`src/rtl/if_id_skid.sv`:
```
// ----------------------------------------------------------------------------
// if_id_skid
//
// IF/ID pipeline register with a valid/ready handshake. Fetch presents an
// entry (instruction, current PC, next PC); decode consumes it. An output
// register plus one skid register let in_ready be derived purely from state,
// so decode back-pressure never reaches fetch combinationally.
//
// While no valid entry is held, the output shows the bubble values
// NOP_INST / RESET_PC / RESET_PC + INST_STEP.
//
// Ports:
//   clk            clock, rising edge
//   rst            asynchronous reset, active-low
//   in_valid       fetch presents an entry
//   in_ready       stage can accept (low only when the skid register is full)
//   in_inst        fetched instruction
//   in_cur_addr    PC of in_inst
//   in_next_addr   next PC of in_inst
//   flush          synchronous squash of all held entries
//   out_valid      decode-side entry valid
//   out_ready      decode accepts
//   out_inst       instruction to decode
//   out_cur_addr   PC to decode
//   out_next_addr  next PC to decode
//
// Optional build macro IF_ID_PERF_EN adds:
//   perf_stall_cnt cycles with out_valid & !out_ready (saturating)
//   perf_flush_cnt cycles with flush asserted (saturating)
// ----------------------------------------------------------------------------
module if_id_skid #(
    parameter int unsigned INST_W    = 32,
    parameter int unsigned ADDR_W    = 32,
    parameter logic [31:0] NOP_INST  = 32'h0000_0000,
    parameter logic [31:0] RESET_PC  = 32'h0000_0000,
    parameter int unsigned INST_STEP = 4,
    parameter int unsigned CNT_W     = 16
) (
    input  logic              clk,
    input  logic              rst,
    input  logic              in_valid,
    output logic              in_ready,
    input  logic [INST_W-1:0] in_inst,
    input  logic [ADDR_W-1:0] in_cur_addr,
    input  logic [ADDR_W-1:0] in_next_addr,
    input  logic              flush,
    output logic              out_valid,
    input  logic              out_ready,
    output logic [INST_W-1:0] out_inst,
    output logic [ADDR_W-1:0] out_cur_addr,
    output logic [ADDR_W-1:0] out_next_addr
`ifdef IF_ID_PERF_EN
    ,
    output logic [CNT_W-1:0]  perf_stall_cnt,
    output logic [CNT_W-1:0]  perf_flush_cnt
`endif
);

    // Bubble values, computed at ADDR_W so the next-PC wraps modulo 2^ADDR_W
    localparam logic [INST_W-1:0] BUB_INST = INST_W'(NOP_INST);
    localparam logic [ADDR_W-1:0] BUB_CUR  = ADDR_W'(RESET_PC);
    localparam logic [ADDR_W-1:0] BUB_NEXT = ADDR_W'(RESET_PC) + ADDR_W'(INST_STEP);

    generate
        if (INST_W == 0 || ADDR_W == 0 || CNT_W == 0) begin : g_bad_cfg
            $error("if_id_skid: INST_W, ADDR_W and CNT_W must be non-zero");
        end
    endgenerate

    typedef enum logic [1:0] {
        EMPTY = 2'd0,
        ONE   = 2'd1,
        FULL  = 2'd2
    } state_t;

    state_t            state;
    logic [INST_W-1:0] skid_inst;
    logic [ADDR_W-1:0] skid_cur_addr;
    logic [ADDR_W-1:0] skid_next_addr;
    logic              in_fire;
    logic              out_fire;

    // Both handshake outputs decode only the state register
    assign in_ready  = (state != FULL);
    assign out_valid = (state != EMPTY);
    assign in_fire   = in_valid & in_ready;
    assign out_fire  = out_valid & out_ready;

    always_ff @(posedge clk or negedge rst) begin
        if (!rst) begin
            state          <= EMPTY;
            out_inst       <= BUB_INST;
            out_cur_addr   <= BUB_CUR;
            out_next_addr  <= BUB_NEXT;
            skid_inst      <= BUB_INST;
            skid_cur_addr  <= BUB_CUR;
            skid_next_addr <= BUB_NEXT;
        end else if (flush) begin
            // Flush overrides every transition; a same-cycle in_fire is dropped
            state          <= EMPTY;
            out_inst       <= BUB_INST;
            out_cur_addr   <= BUB_CUR;
            out_next_addr  <= BUB_NEXT;
            skid_inst      <= BUB_INST;
            skid_cur_addr  <= BUB_CUR;
            skid_next_addr <= BUB_NEXT;
        end else begin
            case (state)
                EMPTY: begin
                    if (in_fire) begin
                        state         <= ONE;
                        out_inst      <= in_inst;
                        out_cur_addr  <= in_cur_addr;
                        out_next_addr <= in_next_addr;
                    end
                end
                ONE: begin
                    if (in_fire && out_fire) begin
                        out_inst      <= in_inst;
                        out_cur_addr  <= in_cur_addr;
                        out_next_addr <= in_next_addr;
                    end else if (in_fire) begin
                        // Decode stalled: park the new entry behind OUT
                        state          <= FULL;
                        skid_inst      <= in_inst;
                        skid_cur_addr  <= in_cur_addr;
                        skid_next_addr <= in_next_addr;
                    end else if (out_fire) begin
                        state         <= EMPTY;
                        out_inst      <= BUB_INST;
                        out_cur_addr  <= BUB_CUR;
                        out_next_addr <= BUB_NEXT;
                    end
                end
                FULL: begin
                    if (out_fire) begin
                        state          <= ONE;
                        out_inst       <= skid_inst;
                        out_cur_addr   <= skid_cur_addr;
                        out_next_addr  <= skid_next_addr;
                        skid_inst      <= BUB_INST;
                        skid_cur_addr  <= BUB_CUR;
                        skid_next_addr <= BUB_NEXT;
                    end
                end
                default: begin
                    state <= EMPTY;
                end
            endcase
        end
    end

`ifdef IF_ID_PERF_EN
    always_ff @(posedge clk or negedge rst) begin
        if (!rst) begin
            perf_stall_cnt <= '0;
            perf_flush_cnt <= '0;
        end else begin
            if (out_valid && !out_ready && (perf_stall_cnt != '1)) begin
                perf_stall_cnt <= perf_stall_cnt + 1'b1;
            end
            if (flush && (perf_flush_cnt != '1)) begin
                perf_flush_cnt <= perf_flush_cnt + 1'b1;
            end
        end
    end
`endif

endmodule

```
`config.mk`:
```
export PLATFORM = sky130hd
export DESIGN_NAME = if_id_skid
export DESIGN_NICKNAME = d
export VERILOG_FILES = /design/src/rtl/if_id_skid.sv
export SDC_FILE = /design/constraint.sdc
export NUM_CORES = 1
export LEC_CHECK = 0
export BUFFER_PORTS_ARGS = -buffer_cell sky130_fd_sc_hd__buf_2
export CAP_MARGIN = 10
export CORE_ASPECT_RATIO = 0.8
export CORE_MARGIN = 5
export CORE_UTILIZATION = 35
export CTS_CLUSTER_SIZE = 20
export DETAILED_ROUTE_END_ITERATION = 6
export PLACE_DENSITY = 0.52
export SYNTH_ARGS = -nofsm -noshare
export SYNTH_HDL_FRONTEND = slang
export SYNTH_SLANG_ARGS = --single-unit
```
`constraint.sdc`:
```
create_clock -name clk -period 2.31 [get_ports clk]
set_input_delay 0.231 -clock clk [delete_from_list [all_inputs] [get_ports clk]]
set_output_delay 0.231 -clock clk [all_outputs]
set_load 0.005 [all_outputs]
```
==> results.json, run 1 <==
{
  "status": "finished, final reports clean",
  "die_width_um": 202,
  "r2r-start": "state[0]",
  "ys_top_cells_by_area": "dfrtp_1 47%, nand4b_1 8.1%, a22oi_2 4.9%, a21oi_1 4.8%, a211oi_2 4.7%",
  "nets": 1269,
  "netlist_instances": 1043,
  "grtUsageTotal_pct": 20.7,
  "num_rows": 56,
  "power_density_mw_per_mm2": 1340,
  "tritoncts": "built",
  "portBuffers": 198,
  "initial_core_util_pct": 35.3,
  "drv_slew": 0,
  "synth_most_common_cell": "dfrtp_1",
  "drive_gt1_share_pct": 31.1,
  "slew_headroom_pct": 53.2,
  "clock.fmax_mhz": 450,
  "stdcell_area_mm2": 0.0124,
  "slowest_stage": "dfrtp_1",
  "critPathBufInv": 2,
  "clkSinkCount": 194,
  "clock_path_buffers": 2,
  "route.vias.total": 9089,
  "synth-edff-count": 0,
  "tightestPinTransition_ps": 702,
  "ys_types": 40,
  "finClkSkew_ps": 12.4,
  "period_share_pct": 96.2,
  "dr.pass1.iters": 5,
  "cp_max_fo": 30,
  "whs_path_depth": 3,
  "start_kind": "flip-flop",
  "p_total_uw": 16600,
  "cts-root-buf": "clkbuf_16",
  "async_flop_share_pct": 100,
  "cpLargestDelayFamily": "compound AO/OA/AOI/OAI gates",
  "nFillCells": 2879,
  "avgSynthCellArea_um2": 9.87,
  "coreArea_mm2": 0.0291,
  "r2r-end": "out_cur_addr[19]",
  "clk_pin_slew_ps": 80,
  "min_to": "skid_inst[24]",
  "worstPathArrival_ps": 2550,
  "clkLatencyLatePin_ps": 440,
  "dpl.hpwl_mm": 19.9,
  "min_from": "in_inst[24]",
  "ys_warn_count": 0,
  "ys_ff_latch": 194,
  "wl_mm": 34.7,
  "cts_made_buffers": 17,
  "setup_violations": 0,
  "num_io_pins": 199,
  "ant_nets": 0,
  "worst_r2r_path_depth": 7,
  "max_cap_viol_count": 0,
  "post-route-min-period_ps": 2220,
  "die_area_mm2": 0.0330,
  "drt_first_iter_violations": 677,
  "grt_pass1_wl_mm": 55.2,
  "min_path_type": "in2reg",
  "htreeDepth": 4,
  "place_area_mm2": 0.0118,
  "max_stage_delay_ps": 380,
  "rsz0062_at_grt": "yes",
  "final-hold-violation-count": 0,
  "grt_pass1_vias": 9372,
  "area_growth_pct": 20.4,
  "yosysTopAreaCell": "dfrtp_1",
  "drcViolationCount": 0,
  "crit_type": "reg2reg",
  "rrSetupSlack_ps": 90,
  "cp-end-kind": "flip-flop",
  "antenna_cells": 0,
  "routabilityCongestion": 0.810,
  "overflow": 0,
  "avgRoutedWirePerCell_um": 22.3,
  "avgViaCountPerCell": 5.86,
  "vdd_drop_max_uv": 958,
  "synth.net_count": 1148,
  "synth-seq-area-share_pct": 47.2,
  "grt_start_max_net_pins": 81,
  "p_leak_uw": 0.00505,
  "die_h_um": 163,
  "crit_chain": "inv_1 > ha_1 > nand2b_2 > a211oi_4 > buf_6 > nor3_1 > a211oi_1",
  "yosysTopAreaCellShare_pct": 46.7,
  "syn_area_mm2": 0.0103,
  "crit_required_ps": 2640,
  "netlist_top_cells_count": "192 x dfrtp_1, 98 x a21oi_1, 96 x nand2_1, 95 x nand4b_1, 95 x nor3_1",
  "yosys_most_used_dff": "dfrtp_1",
  "grt_antenna_before_repair": 1
}
sequential cells by signal, indices dropped and copies added, names as in the netlist:
| name | count |
|---|---|
| out_cur_addr | 32 |
| out_inst | 32 |
| out_next_addr | 32 |
| skid_cur_addr | 32 |
| skid_inst | 32 |
| skid_next_addr | 32 |
| state | 2 |
tightest hold or removal path, stage by stage:
cell	delay, ps
buf_2	110
nand4b_1	70
a21oi_1	60
worst max-delay path by stage:
stage               startpoint                to  cells after the start
global route          state[0]  out_cur_addr[12]                      7
global placement      state[0]   out_cur_addr[2]                      7
CTS                   state[0]  out_cur_addr[23]                      7
detailed placement    state[0]  out_cur_addr[23]                      7
floorplan             state[0]      out_inst[10]                     10
finish                state[0]  out_cur_addr[19]                      7
power by group:
group	switching, uW	internal [uW]
Clock	1330	1420
Sequential	694	4590
Combinational	5010	3570
per-stage QoR:
stage	hold slack (ps)	cells	utilization, %	worst slack, ps	setup TNS (ps)
finish	77.1	1551	42.5	87.5	0
global route	65.9	1551	42.5	-36.9	-440
CTS	52.0	1548	42.3	39.9	0
detailed placement	139	1518	40.5	19.3	0
global placement	136	1518	40.5	120	0
floorplan	-64.6	1043	-	243	0
cell families after synthesis:
kind of cell	after synthesis	share of synthesized area [%]
AO/OA/AOI/OAI	398	28.4
AND/OR/NAND/NOR	302	17.2
flip-flops	194	47.2
buffers and inverters	143	6.52
adder cells (fa/ha/maj)	4	0.486
multiplexers	2	0.219
layer usage:
| metal | vias to the layer above | wire, um | global-route usage (%) |
|---|---|---|---|
| li1 | 4153 | - | - |
| met1 | 4595 | 16200 | 30.1 |
| met2 | 319 | 15800 | 31.9 |
| met3 | 20 | 2440 | 4.64 |
| met4 | 2 | 225 | 4.13 |
| met5 | - | 7 | 0 |
cells in the final DEF (no fill, tap or decap), types with 2 or more instances in the layout:
cell	netlist	layout
clkinv_4	0	2
clkbuf_16	0	18
a22oi_2	40	40
ha_1	4	3
a211oi_1	56	56
a211o_4	0	2
buf_4	9	14
buf_2	44	196
clkinv_2	0	3
inv_1	4	4
nand2_1	96	96
dfstp_2	2	2
buf_12	0	25
mux2_2	2	2
nand2b_1	3	2
nor2_1	6	6
dfrtp_1	192	192
o21ai_1	24	24
o21ai_0	72	72
clkbuf_8	0	3
nand4b_1	95	95
a22oi_1	56	56
buf_6	6	2
a21oi_1	98	98
nor3_1	95	95
clkinvlp_4	0	4
a211oi_2	39	39
a211oi_4	2	2
what timing repair did:
item | 4_1_cts | 5_1_grt
endpoints found under the hold margin | 24 | 0
setup buffers | 0 | 2
hold buffers | 1 | 0
endpoints found under the setup margin | 0 | 145
gates resized for setup | 0 | 5
layout make-up:
type,count,area (um2),share of cell area (%)
Inverter,4,15.0,0.121
Tap cell,377,472,3.80
Clock buffer,20,457,3.68
Multi-Input combinational cell,706,4850,39.1
Timing Repair Buffer,241,1690,13.6
Sequential cell,194,4860,39.2
Clock inverter,9,62.6,0.505
Note: power is estimated with default switching activity, not from simulation.
==> inputs of run 2 (changes only) <==
--- a/config.mk
+++ b/config.mk
@@ -6,13 +6,12 @@
 export NUM_CORES = 1
 export LEC_CHECK = 0
 export BUFFER_PORTS_ARGS = -buffer_cell sky130_fd_sc_hd__buf_2
-export CAP_MARGIN = 10
 export CORE_ASPECT_RATIO = 0.8
 export CORE_MARGIN = 5
-export CORE_UTILIZATION = 35
+export CORE_UTILIZATION = 55
 export CTS_CLUSTER_SIZE = 20
 export DETAILED_ROUTE_END_ITERATION = 6
-export PLACE_DENSITY = 0.52
+export PLACE_DENSITY = 0.76
 export SYNTH_ARGS = -nofsm -noshare
 export SYNTH_HDL_FRONTEND = slang
 export SYNTH_SLANG_ARGS = --single-unit
==> results.json, run 2 (synthesis gave the netlist of run 1 again) <==
{
  "grt_pass1_vias": 9069,
  "cp-end-kind": "flip-flop",
  "status": "finished, final reports clean",
  "routabilityCongestion": 0.796,
  "clkLatencyLatePin_ps": 440,
  "ant_nets": 0,
  "coreArea_mm2": 0.0183,
  "final_core_util_pct": 67.1,
  "critPathBufInv": 2,
  "p_int_uw": 9730,
  "cts_made_buffers": 17,
  "wl_mm": 30.4,
  "clock.fmax_mhz": 462,
  "htreeDepth": 4,
  "tightestPinTransition_ps": 561,
  "slew_headroom_pct": 62.6,
  "drcViolationCount": 0,
  "avgViaCountPerCell": 6.51,
  "setup_violations": 0,
  "layout_commonest_cell": "buf_2",
  "initial_core_util_pct": 56.3,
  "rrSetupSlack_ps": 150,
  "p_switching_uw": 6890,
  "clock_path_buffers": 2,
  "period_share_pct": 93.7,
  "max_cap_viol_count": 0,
  "dr.pass1.iters": 5,
  "clk_pin_slew_ps": 70,
  "cp_max_fo": 62,
  "worst_r2r_path_depth": 7,
  "power_density_mw_per_mm2": 1360,
  "r2r-end": "out_cur_addr[25]",
  "whs_ps": 68.8,
  "start_kind": "flip-flop",
  "num_io_pins": 199,
  "drv_slew": 0,
  "nets": 1267,
  "cts_setup_buffers": 0,
  "sw_frac_of_total_pct": 41.5,
  "final-hold-violation-count": 0,
  "grt_start_max_net_pins": 68,
  "min_to": "skid_cur_addr[7]",
  "num_rows": 44,
  "die_h_um": 132,
  "die_width_um": 163,
  "avgRoutedWirePerCell_um": 21.3,
  "crit_required_ps": 2650,
  "whs_path_depth": 3,
  "dpl.hpwl_mm": 18.0,
  "cpLargestDelayFamily": "compound AO/OA/AOI/OAI gates",
  "pwr-share-seq_pct": 31.8,
  "max_stage_delay_ps": 400,
  "r2r-start": "state[0]",
  "rsz0062_at_grt": "yes",
  "cts-root-buf": "clkbuf_16",
  "slowest_stage": "dfrtp_1",
  "drt_first_iter_violations": 911,
  "crit_type": "reg2reg",
  "min_path_type": "in2reg",
  "portBuffers": 198,
  "area_growth_pct": 19.0,
  "mostFrequentLayoutCells": "196 x buf_2, 192 x dfrtp_1, 98 x a21oi_1",
  "post-route-min-period_ps": 2160,
  "die_area_mm2": 0.0216,
  "combPwrFrac_pct": 49.5,
  "route.vias.total": 9307,
  "grt_antenna_before_repair": 2,
  "clkSinkCount": 194,
  "worstPathArrival_ps": 2500,
  "vdd_drop_max_uv": 772,
  "crit_chain": "inv_1 > ha_2 > nand2b_1 > a211oi_4 > buf_12 > nor3_1 > a211oi_1",
  "grtUsageTotal_pct": 28.1,
  "tritoncts": "built",
  "grt_pass1_wl_mm": 49.7,
  "drive_gt1_share_pct": 31.1,
  "clkPwrFrac_pct": 18.7,
  "p_leak_uw": 0.00506,
  "min_from": "in_cur_addr[7]",
  "finClkSkew_ps": 7.91,
  "overflow": 0
}
## run 2: routing by layer
layer | routed length, um | vias to the layer above | global-route usage (%)
met3 | 2650 | 32 | 5.56
met2 | 13700 | 493 | 41.2
li1 | - | 4167 | -
met5 | 13 | - | 0
met4 | 406 | 2 | 7.78
met1 | 13700 | 4613 | 42.7
## run 2: layout make-up
cell class / instances / area [um2]
Clock inverter: 14 / 178
Sequential cell: 194 / 4860
Timing Repair Buffer: 239 / 1630
Clock buffer: 18 / 429
Fill cell: 1509 / 6020
Tap cell: 253 / 317
Antenna cell: 1 / 2.50
Inverter: 4 / 15.0
Multi-Input combinational cell: 706 / 4830
## run 2: how the worst max path moves through the flow
stage | from | end | cells after the start
floorplan | state[0] | out_inst[10] | 10
global placement | state[0] | out_cur_addr[18] | 7
detailed placement | state[0] | out_cur_addr[25] | 7
CTS | state[0] | out_cur_addr[25] | 7
global route | state[0] | out_cur_addr[25] | 7
finish | state[0] | out_cur_addr[25] | 7
## run 2: worst reg2reg max path: cells and delay by family (launching register included)
kind	cells	cell delay, ps
AO/OA/AOI/OAI	2	620
adder cells (fa/ha/maj)	1	300
buffers and inverters	2	480
flip-flops	1	400
AND/OR/NAND/NOR	2	270
## run 2: power by group through the flow
stage	Sequential [uW]	Combinational, uW	Clock (uW)
after global routing	5410	8920	3290
after floorplan	5240	5400	0
after CTS	5270	8160	3140
final	5280	8230	3110
after detailed placement	5310	8120	0
after global placement	5290	8010	0
## run 2: metrics by stage
step / total power [uW] / setup TNS (ps) / cell area (um2) / std cells / worst slack, ps
after floorplan: 10600 / 0 / 10300 / 1043 / 243
after global placement: 13300 / 0 / 11600 / 1395 / 219
after detailed placement: 13400 / 0 / 11600 / 1395 / 115
after CTS: 16600 / 0 / 12200 / 1428 / 92.3
after global routing: 17600 / -9.70 / 12300 / 1429 / -9.37
final: 16600 / 0 / 12300 / 1429 / 145
## run 2: what timing repair did
action / 4_1_cts / 5_1_grt
hold buffers: 1 / 0
setup endpoints to repair: 0 / 28
resized for setup: 0 / 4
hold endpoints to repair: 50 / 0
